### config.mk
export PLATFORM = sky130hd
export DESIGN_NAME = sap1_datapath
export DESIGN_NICKNAME = d
export VERILOG_FILES = /design/src/rtl/sap1_datapath.sv
export SDC_FILE = /design/constraint.sdc
export NUM_CORES = 1
export LEC_CHECK = 0
export BUFFER_PORTS_ARGS = -buffer_cell sky130_fd_sc_hd__buf_4
export CAP_MARGIN = 30
export CORE_ASPECT_RATIO = 0.6
export CORE_UTILIZATION = 40
export CTS_CLUSTER_DIAMETER = 60
export DETAILED_ROUTE_END_ITERATION = 16
export SYNTH_ARGS = -nofsm -noshare
export SYNTH_HDL_FRONTEND = slang
export SYNTH_SLANG_ARGS = --single-unit
### constraint.sdc
create_clock -name clk -period 6.65 [get_ports clk]
set_input_delay 0.665 -clock clk [delete_from_list [all_inputs] [get_ports clk]]
set_output_delay 0.665 -clock clk [all_outputs]
set_load 0.01 [all_outputs]
### src/rtl/sap1_datapath.sv
// SAP-1 datapath: PC, MAR, RAM, IR, A, B, adder and shared bus.
// Optional carry/zero flags are built when SAP1_FLAGS_EN is defined.
module sap1_datapath #(
  parameter int MEM_DEPTH = 16
) (
  input  logic        clk,
  input  logic        rst,
  input  logic [11:0] control_word,
  output logic [3:0]  opcode,
  input  logic        prog_valid,
  output logic        prog_ready,
  input  logic [3:0]  prog_addr,
  input  logic [7:0]  prog_data,
  input  logic        prog_start,
  output logic        run,
  output logic        halted,
  output logic [7:0]  a_out,
  output logic [7:0]  bus_out,
  output logic        bus_conflict
`ifdef SAP1_FLAGS_EN
  ,
  output logic        carry,
  output logic        zero
`endif
);

  typedef enum logic [1:0] {
    ST_LOAD,
    ST_RUN,
    ST_HALT
  } state_e;

  state_e state_q, state_d;

  logic [3:0] pc_q, pc_d;
  logic [3:0] mar_q, mar_d;
  logic [7:0] ir_q, ir_d;
  logic [7:0] a_q, a_d;
  logic [7:0] b_q, b_d;
  logic       conf_q, conf_d;
  logic [7:0] ram_q [MEM_DEPTH];

  logic cw_hlt, cw_pc_inc, cw_pc_en;
  logic cw_mar_ld, cw_mem_en, cw_ir_ld;
  logic cw_ir_en, cw_a_ld, cw_a_en;
  logic cw_b_ld, cw_sub, cw_add_en;

  logic       in_run;
  logic       start_run;
  logic       ram_we;
  logic [7:0] bus;
  logic       src_adder;
  logic [2:0] en_cnt;
  logic [7:0] b_opnd;
  logic [7:0] adder_res;
`ifdef SAP1_FLAGS_EN
  logic       adder_co;
  logic       carry_q, carry_d;
  logic       zero_q, zero_d;
`endif

  always_comb begin
    cw_hlt    = control_word[11];
    cw_pc_inc = control_word[10];
    cw_pc_en  = control_word[9];
    cw_mar_ld = control_word[8];
    cw_mem_en = control_word[7];
    cw_ir_ld  = control_word[6];
    cw_ir_en  = control_word[5];
    cw_a_ld   = control_word[4];
    cw_a_en   = control_word[3];
    cw_b_ld   = control_word[2];
    cw_sub    = control_word[1];
    cw_add_en = control_word[0];
  end

  always_ff @(posedge clk or negedge rst) begin
    if (!rst) state_q <= ST_LOAD;
    else      state_q <= state_d;
  end

  always_comb begin
    state_d = state_q;
    unique case (state_q)
      ST_LOAD, ST_HALT: begin
        if (prog_start) state_d = ST_RUN;
      end
      ST_RUN: begin
        if (cw_hlt) state_d = ST_HALT;
      end
      default: state_d = ST_LOAD;
    endcase
  end

  always_comb begin
    in_run     = (state_q == ST_RUN);
    run        = in_run;
    halted     = (state_q == ST_HALT);
    prog_ready = !in_run;
  end

  always_comb begin
    start_run = !in_run && prog_start;
    ram_we    = prog_valid && prog_ready;
  end

  // Subtract is A + ~B + 1 so carry-out means "no borrow".
  always_comb begin
    b_opnd = cw_sub ? ~b_q : b_q;
`ifdef SAP1_FLAGS_EN
    {adder_co, adder_res} = {1'b0, a_q}
                          + {1'b0, b_opnd}
                          + {8'b0, cw_sub};
`else
    adder_res = a_q + b_opnd + {7'b0, cw_sub};
`endif
  end

  always_comb begin
    bus       = 8'h00;
    src_adder = 1'b0;
    if (cw_pc_en)       bus = {4'b0, pc_q};
    else if (cw_mem_en) bus = ram_q[mar_q];
    else if (cw_ir_en)  bus = {4'b0, ir_q[3:0]};
    else if (cw_a_en)   bus = a_q;
    else if (cw_add_en) begin
      bus       = adder_res;
      src_adder = 1'b1;
    end
  end

  always_comb begin
    en_cnt = {2'b0, cw_pc_en}
           + {2'b0, cw_mem_en}
           + {2'b0, cw_ir_en}
           + {2'b0, cw_a_en}
           + {2'b0, cw_add_en};
  end

  always_comb begin
    pc_d   = pc_q;
    mar_d  = mar_q;
    ir_d   = ir_q;
    a_d    = a_q;
    b_d    = b_q;
    conf_d = conf_q;
    if (start_run) begin
      pc_d  = 4'h0;
      mar_d = 4'h0;
      ir_d  = 8'h00;
    end else if (in_run) begin
      if (cw_pc_inc) pc_d = pc_q + 4'd1;
      if (cw_mar_ld) mar_d = bus[3:0];
      if (cw_ir_ld)  ir_d = bus;
      if (cw_a_ld)   a_d = bus;
      if (cw_b_ld)   b_d = bus;
      if (en_cnt > 3'd1) conf_d = 1'b1;
    end
  end

`ifdef SAP1_FLAGS_EN
  always_comb begin
    carry_d = carry_q;
    zero_d  = zero_q;
    if (in_run && cw_a_ld && src_adder) begin
      carry_d = adder_co;
      zero_d  = (adder_res == 8'h00);
    end
  end

  always_ff @(posedge clk or negedge rst) begin
    if (!rst) begin
      carry_q <= 1'b0;
      zero_q  <= 1'b0;
    end else begin
      carry_q <= carry_d;
      zero_q  <= zero_d;
    end
  end

  always_comb begin
    carry = carry_q;
    zero  = zero_q;
  end
`endif

  always_ff @(posedge clk or negedge rst) begin
    if (!rst) begin
      pc_q   <= 4'h0;
      mar_q  <= 4'h0;
      ir_q   <= 8'h00;
      a_q    <= 8'h00;
      b_q    <= 8'h00;
      conf_q <= 1'b0;
    end else begin
      pc_q   <= pc_d;
      mar_q  <= mar_d;
      ir_q   <= ir_d;
      a_q    <= a_d;
      b_q    <= b_d;
      conf_q <= conf_d;
    end
  end

  // Program RAM keeps its contents across reset.
  always_ff @(posedge clk) begin
    if (ram_we) ram_q[prog_addr] <= prog_data;
  end

  always_comb begin
    opcode       = ir_q[7:4];
    a_out        = a_q;
    bus_out      = bus;
    bus_conflict = conf_q;
  end

endmodule
==> flow_summary.toml <==
[global_route]
met2_usage = 0.257
antenna_found_initial = 0
met1_usage = 0.322
grt_pass1_vias = 4219
overflow = 0
grt_max_degree = 36
grtUsageMet3 = 0.0557
busiest_layer = "met1"
grt_use_total = 0.199
grt_pass1_wl_um = 26100

[power]
p_leak_nw = 2.96
p_clk_frac = 0.340
finalPower_mw = 2.85
power_density_mw_per_mm2 = 344
p_sw_frac = 0.309
p_int_mw = 1.97
p_switching_mw = 0.882
ir_drop_mv = 0.173
pwr-share-comb = 0.221
pwr-share-seq = 0.439

[finish]
drive_gt1_frac = 0.252
final_common_cell = "edfxtp_1"
fin_nets = 552
final_cell_area_mm2 = 0.00830
diodes = 0
final_cell_mix = "edfxtp_1, buf_4, nand2_1, dfrtp_1, mux4_2"
area_growth_pct = 17.0

[yosys]
synth_top_area_share = 0.542
synth_area_leaders = "edfxtp_1, dfrtp_1, mux4_2, nand2_1, o21ai_1"
synth-edff-count = 128
yosys.area_share.simple = 0.0695
syn_inst = 457
syn-cell-area_mm2 = 0.00709
synthAdderAreaFrac = 0.0198
synthMuxAreaShare = 0.124
synth_nets = 495
ys_seq_elements = 163
ys.flop_type = "edfxtp_1"
avgSynthCellArea_um2 = 15.5
synth_top_cell_by_area = "edfxtp_1"
synthDistinctLibCells = 53
synth-compound-area-share = 0.0787
synthArstFlopShare = 0.215
synth_xor_area_frac = 0.0148
synth_warnings = 0
synth_top_family_by_area = "multiplexers"
seq_area_frac_synth = 0.666

[sta]
finClkSkew_ns = 0.0114
max_freq_mhz = 251
worst_slew_pin_slew_ns = 0.990
final.period_utilization = 0.598
layout_min_cycle_time_ns = 3.98
rsz0062_at_grt = "false"
finalHoldViolCount = 0
slew_violations = 0
setup_tns_ns = 0
setup_viol = 0
maxSlewHeadroom = 0.338

[routing]
antenna_left = 0
drc = 0
wirelength_um = 17100
drt-initial-drc-count = 385
vias = 4210
drt_first_pass_iters = 5
wl_per_cell_um = 22.5
viasPerCell = 5.53

[setup_path]
crit_fanout = 26
endpoint_kind = "output pin"
worstPathRequired_ns = 5.98
rrSetupSlack_ns = 3.70
cp.arrival_ns = 3.31
startpoint_type = "flop"
criticalPathCategory = "flop to output pin"

[clock_tree]
clock-sinks = 163
clockBufferDepth = 2
clk_pin_slew_ns = 0.07
ctsHoldBuffers = 0
cts_tree = "yes"
post_cts_resized = 0
cts_setup_buffers = 0
cts_inserted_buffers = 17
htree_levels = 4
root_buffer = "clkbuf_16"
clock_latency_ns = 0.42

[die]
row_count = 37
initial_utilization = 0.412
fp.dieH_um = 105
core_region_area_mm2 = 0.0172
io_pins = 52
dieArea_mm2 = 0.0183
die_x_um = 174

[run]
max_cap_violations = 0

[min_path]
min_path_type = "input pin to async pin"

[placement]
globalplace.congestion = 0.874
dp_hpwl_um = 11900
place_area_mm2 = 0.00768
portBuffers = 51

[status]
status = "complete, no violations"
-- area by class of cell --
type,count,area [um^2]
repair buffers,63,473
clock inverters,13,131
flip-flops and latches,163,4720
well taps,234,293
fillers,1478,8930
inverters,11,41.3
multi-input cells,258,2180
clock buffers,19,454
-- power by group through the flow --
| stage | combinational, mW | sequential [mW] | clock, mW |
|---|---|---|---|
| final | 0.630 | 1.25 | 0.971 |
| after global placement | 0.614 | 1.27 | 0 |
| after detailed placement | 0.621 | 1.27 | 0 |
| after global routing | 0.701 | 1.26 | 1.03 |
| after floorplan | 0.435 | 1.24 | 0 |
| after CTS | 0.625 | 1.25 | 0.983 |
-- synth_stat cells, types with 3 or more instances --
cell type and number:
buf_4 5, mux4_2 28, xnor2_1 3, mux2i_1 11, o31ai_1 4, nand3_1 3, nor3_1 8, buf_6 4
edfxtp_1 128, a21oi_1 11, mux2_2 3, nand2b_1 6, mux4_1 3, nor2b_1 9, nor2_1 21, ha_1 8
nand3b_1 3, o21ai_0 10, nand4_1 3, inv_1 11, xor2_1 9, clkbuf_1 5, a211oi_1 9, o21ai_1 23
nand2_1 46, o22ai_1 3, a221oi_1 5, buf_2 10, dfrtp_1 35
-- path summary, 6_finish.rpt --
check / from / to / depth (start not counted)
min reg2reg: state_q[0]$_DFFE_PN0P_ / state_q[0]$_DFFE_PN0P_ / 1
min in group clk: control_word[11] / state_q[0]$_DFFE_PN0P_ / 2
min: rst / bus_conflict$_DFFE_PN0P_ / 1
max in group asynchronous: rst / mar_q[0]$_DFFE_PN0P_ / 1
max: mar_q[0]$_DFFE_PN0P_ / bus_out[6] / 8
max reg2reg: mar_q[0]$_DFFE_PN0P_ / ir_q[6]$_DFFE_PN0P_ / 7
-- registers in the layout (all words and copies together), names as in the netlist --
signal and count:
a_out 8, b_q 8, bus_conflict 1, ir_q 8
mar_q 4, pc_q 4, ram_q 128, state_q 2
-- cells by family (layout without fill, tap and decap cells) --
group                      count (synthesis)  count (layout)
and+or+nand+nor                          106             106
DFF                                      163             163
muxes                                     46              46
adders and majority gates                 10              10
xor gates and xnor gates                  12              12
AOI/OAI and AO/OA                         84              84
buffers and inverters                     36             106
-- per-layer routing --
layer  vias up  part of all wire  routed length (um)
li1       1900                 -                   -
met1      2152              0.52                8840
met2       142              0.40                6860
met3        16             0.072                1240
met4         0             0.011                 180
met5         -                 0                   0
-- metrics by stage --
stage          hold WS [ns]  utilization  worst slack (ns)  cells
6_report              0.190        0.482              2.67    761
5_1_grt               0.218        0.482              2.51    761
4_1_cts               0.201        0.480              2.64    757
3_5_place_dp          0.481        0.446              2.94    725
3_3_place_gp          0.461        0.445              2.96    723
2_1_floorplan         0.369            -              3.22    457
-- critical path: stages, from the launching register on --
cell      delay [ns]
dfrtp_2         0.53
buf_4           0.48
mux4_2          0.56
nor2b_1         0.15
a211oi_1        0.44
nor3_1          0.15
o21ai_1         0.32
inv_1           0.09
buf_4           0.16
Note: power is estimated with default switching activity, not from simulation.
